==> config.mk <==
export PLATFORM = sky130hd
export DESIGN_NAME = encode32_scan
export DESIGN_NICKNAME = d
export VERILOG_FILES = /design/src/rtl/encode32_scan.sv
export SDC_FILE = /design/constraint.sdc
export NUM_CORES = 1
export LEC_CHECK = 0
export ABC_AREA = 1
export ABC_CLOCK_PERIOD_IN_PS = 3110
export CAP_MARGIN = 20
export CORE_MARGIN = 8
export CORE_UTILIZATION = 40
export CTS_CLUSTER_SIZE = 20
export DETAILED_ROUTE_END_ITERATION = 6
export PLACE_DENSITY = 0.68
export SYNTH_ARGS = -nofsm -noshare
export SYNTH_HDL_FRONTEND = slang
export SYNTH_SLANG_ARGS = --single-unit
export TNS_END_PERCENT = 1
==> constraint.sdc <==
create_clock -name clk -period 3.11 [get_ports clk]
set_input_delay 0.311 -clock clk [delete_from_list [all_inputs] [get_ports clk]]
set_output_delay 0.311 -clock clk [all_outputs]
set_load 0.01 [all_outputs]
==> src/rtl/encode32_scan.sv <==
// Pending-bit scanner: accepts a 32-bit vector and streams out the index of every
// set bit, one per handshake, lowest-first or highest-first.
module encode32_scan #(
   parameter bit LOW_FIRST = 1'b1
) (
   input  logic        clk,
   input  logic        rst_n,
   input  logic        load_valid,
   output logic        load_ready,
   input  logic [31:0] load_vec,
   output logic        idx_valid,
   input  logic        idx_ready,
   output logic [4:0]  idx,
   output logic        idx_last,
   output logic        empty_pulse,
   output logic [5:0]  remaining
);

   typedef enum logic {
      IDLE  = 1'b0,
      SERVE = 1'b1
   } state_t;

   state_t      state_q, state_d;
   logic [31:0] pending_q, pending_d;
   logic [5:0]  remaining_q, remaining_d;
   logic        empty_q, empty_d;

   logic [4:0]  sel_idx;
   logic [31:0] sel_onehot;
   logic        in_serve;
   logic        is_last;
   logic        load_acc;
   logic        xfer;

   function automatic logic [5:0] popcount32(input logic [31:0] v);
      logic [5:0] cnt;
      cnt = '0;
      for (int i = 0; i < 32; i++) begin
         cnt = cnt + 6'(v[i]);
      end
      return cnt;
   endfunction

   // Scans from the top so the last hit written is the lowest set bit.
   function automatic logic [4:0] find_low(input logic [31:0] v);
      logic [4:0] r;
      r = '0;
      for (int i = 31; i >= 0; i--) begin
         if (v[i]) r = 5'(i);
      end
      return r;
   endfunction

   function automatic logic [4:0] find_high(input logic [31:0] v);
      logic [4:0] r;
      r = '0;
      for (int i = 0; i < 32; i++) begin
         if (v[i]) r = 5'(i);
      end
      return r;
   endfunction

   // Selection comes only from registered pending bits, never from load_vec.
   always_comb begin
      sel_idx    = LOW_FIRST ? find_low(pending_q) : find_high(pending_q);
      sel_onehot = 32'd1 << sel_idx;
   end

   always_comb begin
      in_serve = (state_q == SERVE);
      is_last  = in_serve && (remaining_q == 6'd1);
      load_acc = load_valid && !in_serve;
      xfer     = in_serve && idx_ready;
   end

   always_comb begin
      state_d     = state_q;
      pending_d   = pending_q;
      remaining_d = remaining_q;
      empty_d     = 1'b0;
      case (state_q)
         IDLE: begin
            if (load_acc) begin
               pending_d   = load_vec;
               remaining_d = popcount32(load_vec);
               if (load_vec == 32'd0) begin
                  empty_d = 1'b1;
               end else begin
                  state_d = SERVE;
               end
            end
         end
         SERVE: begin
            if (xfer) begin
               pending_d = pending_q & ~sel_onehot;
               // remaining is at least 1 in SERVE, so this cannot wrap.
               if (remaining_q != 6'd0) begin
                  remaining_d = remaining_q - 6'd1;
               end
               if (is_last) begin
                  state_d = IDLE;
               end
            end
         end
         default: begin
            state_d = IDLE;
         end
      endcase
   end

   always_ff @(posedge clk or negedge rst_n) begin
      if (!rst_n) begin
         state_q     <= IDLE;
         pending_q   <= '0;
         remaining_q <= '0;
         empty_q     <= 1'b0;
      end else begin
         state_q     <= state_d;
         pending_q   <= pending_d;
         remaining_q <= remaining_d;
         empty_q     <= empty_d;
      end
   end

   always_comb begin
      load_ready  = !in_serve;
      idx_valid   = in_serve;
      idx         = in_serve ? sel_idx : 5'd0;
      idx_last    = is_last;
      remaining   = in_serve ? remaining_q : 6'd0;
      empty_pulse = empty_q;
   end

endmodule

==> summary.md <==
| Metric | Value |
|---|---|
| CTS H-Tree Depth | `2` |
| Sequential area share after synthesis | `0.271` |
| Most common cell after layout, fill and taps aside | `nand2_1` |
| Detailed-route vias per instance | `about 5.3` |
| Leakage | `around 2.3 nW` |
| Worst EP arrival | `around 4.6 ns` |
| Average size of a mapped cell | `slightly above 7 µm²` |
| Synth unique cells | `39` |
| Fraction of registers with async set/reset | `1.00` |
| Class of the worst hold path | `in2async` |
| Clk network pwr share | `0.084` |
| Rows | `35` |
| Largest net degree at the start of global routing | `48` |
| Setup Viol. Count Final | `6` |
| Worst path required time | `about 3.3 ns` |
| Core ar. | `0.00911 mm²` |
| ANT nets after route | `0` |
| Share of post-route cells with drive strength above 1 | `0.173` |
| Residual DRC count | `0` |
| Setup Skew | `about 0.013 ns` |
| Post-synth design cell area | `0.00369 mm²` |
| 1st-pass router iterations | `7` |
| Clk slew on worst S/H paths | `0.08 ns` |
| Vias in the first global route | `3820` |
| Unrepaired setup endpoints after global routing | `yes` |
| Routed len/inst | `roughly 15 µm` |
| Hold-fix buffers, CTS | `0` |
| Nets | `approximately 670` |
| Crit path kind | `in2reg` |
| MaxCap Viol Count | `0` |
| Aggregate routed wire length | `~11000 µm` |
| Finished Cell Area | `between 0.004 and 0.005 mm²` |
| CP startpoint kind | `input pin` |
| Slew Limit Headroom | `0.363` |
| CTS tree | `done` |
| Reg area | `roughly 0.001 mm²` |
| Seq cells post-synth | `40` |
| Most frequent cells in the layout | `nand2_1, inv_1, nor2_1` |
| Clk root buf | `clkbuf_8` |
| Final hold vios | `0` |
| Post-layout minimum cycle time | `between 4 and 5 ns` |
| Area of the multi-input gates | `approximately 0.0023 mm²` |
| Diode count | `0` |
| Final Worst Setup Slack | `-1.33 ns` |
| NetSw | `2.30 mW` |
| GRT Util Overall | `0.178` |
| Fin. max-slew vios | `0` |
| Worst setup EP type | `register` |
| Worst-path fanout max | `2` |
| Fin crit share | `1.43` |
| Layout fillers | `between 800 and 900` |
| Failing checks | `negative setup slack` |
| YS warnings | `0` |
| Antenna violations before repair | `0` |
| EDFF count, synth | `0` |
| Gate power share | `0.696` |
| Non-filler cells, final | `around 700` |
| Net Sw Frac | `0.498` |
| Worst hold slack | `between 0.15 and 0.2 ns` |
| Peak supply drop | `0.00100 V` |
| Initial drt markers | `242` |
| Routed vias | `approximately 3800` |
| Synthesized net count | `589` |
| Post-Place Cells | `about 700` |
| Die area | `around 0.013 mm²` |
| Clk buf depth | `2` |
| Starting Density | `0.405` |
| Die height | `112 µm` |
| Yosys top cell area share | `0.271` |
| Fmax | `approximately 0.23 GHz` |
| Pwr/cell area | `989 mW/mm²` |
| Slew @ Worst Pin | `0.956 ns` |
| Final GP Congestion | `0.876` |
| Top cells by area, synth | `dfrtp_1, fa_1, nand2_1` |
| Internal Power | `2.32 mW` |
| Total CTS buffers | `5` |
| Worst r2r path cells | `22` |
| Die width | `between 100 and 150 µm` |
| Synth-to-Final Area Change | `26.6%` |
| Leading area contributor after synthesis | `dfrtp_1` |
| Power share of the sequential group | `0.220` |
| Mapped Cells | `between 500 and 600` |
| First-pass GRT wire length | `approximately 18000 µm` |
| Status | `complete, but fails checks` |
| Sink Count | `40` |
| Dpl hpwl | `around 8600 µm` |
| Gr ovfl total | `0` |
| Area of placed instances | `0.00457 mm²` |
| I/O Buffers | `50` |
| Top_reg_cell synth | `dfrtp_1` |
| Num ports | `51` |
| Clock Latency Late Sink | `between 0.3 and 0.4 ns` |
-- cell usage after synthesis, types with 5 or more instances --
library cell,n
nand2_1,98
nand4_1,15
nor4_1,9
o21ai_1,5
nand3_1,31
o21ai_0,31
a21oi_1,29
fa_1,24
a22oi_1,9
clkbuf_1,13
dfrtp_1,40
nor2_1,62
ha_1,10
o211ai_1,6
inv_1,92
-- area by class of cell --
class / count / share of cell area
multi-input cells: 362 / 0.489
flip-flops and latches: 40 / 0.214
inverters: 98 / 0.0790
repair buffers: 94 / 0.167
clock inverters: 2 / 0.00321
clock buffers: 6 / 0.0177
well taps: 111 / 0.0297
-- sequential cells by signal (all words and copies together) (netlist names) --
register     cells
pending_q       32
remaining_q      6
empty_pulse      1
idx_valid        1
-- worst max-delay path, stage by stage --
cell	delay, ns
buf_6	0.10
fa_1	0.52
inv_1	0.05
fa_1	0.47
inv_1	0.05
fa_1	0.49
inv_2	0.04
fa_1	0.49
fa_1	0.44
fa_1	0.52
inv_2	0.05
ha_4	0.16
buf_6	0.10
buf_4	0.12
a21oi_2	0.10
nor2_1	0.05
nor2_1	0.13
nor2_1	0.08
o21ai_1	0.11
nand2_1	0.06
o21ai_1	0.08
a21oi_1	0.07
-- layer usage --
layer | vias to the layer above | wire length (µm) | global-route usage
li1 | 1832 | - | -
met1 | 1792 | 4710 | 0.220
met2 | 160 | 5260 | 0.303
met3 | 19 | 841 | 0.0478
met4 | 0 | 193 | 0.0441
met5 | - | 0 | 0
-- power groups by stage --
| stage | combinational [mW] | sequential (mW) | clock, mW |
|---|---|---|---|
| CTS | 3.17 | 0.991 | 0.391 |
| global placement | 2.97 | 0.985 | 0 |
| global route | 3.63 | 1.05 | 0.413 |
| finish | 3.22 | 1.02 | 0.388 |
| detailed placement | 3.05 | 0.998 | 0 |
| floorplan | 2.18 | 0.942 | 0 |
-- what timing repair did --
item	4_1_cts	5_1_grt
resized for setup	56	23
endpoints found under the setup margin	7	9
pin swaps	20	17
buffers inserted	2	0
-- stage by stage --
stage / total power, mW / worst slack [ns] / TNS, ns / utilization
floorplan: 3.12 / -1.37 / -7.03 / -
global route: 5.09 / -1.54 / -8.18 / 0.513
detailed placement: 4.05 / -2.08 / -11.57 / 0.501
global placement: 3.95 / -2.00 / -11.14 / 0.501
finish: 4.62 / -1.33 / -7.08 / 0.513
CTS: 4.56 / -1.61 / -8.35 / 0.513
-- kinds of logic after synthesis --
logic type | Yosys count | synth area share
XOR/XNOR | 2 | 0.00475
buffers and inverters | 117 | 0.122
AO/OA/AOI/OAI | 95 | 0.156
adder cells (fa/ha/maj) | 34 | 0.164
AND/OR/NAND/NOR | 231 | 0.282
flip-flops | 40 | 0.271
-- worst paths after layout --
path | startpoint | to | slack [ns]
min | rst_n | remaining_q[3] | 0.15
max | load_vec[21] | remaining_q[5] | -1.33
max in group asynchronous | rst_n | pending_q[2] | 2.35
min in group clk | load_vec[19] | empty_pulse | 0.36
min reg2reg | remaining_q[5] | remaining_q[5] | 0.57
max reg2reg | pending_q[29] | pending_q[27] | 0.44
Power figures use the tool's default switching activity.
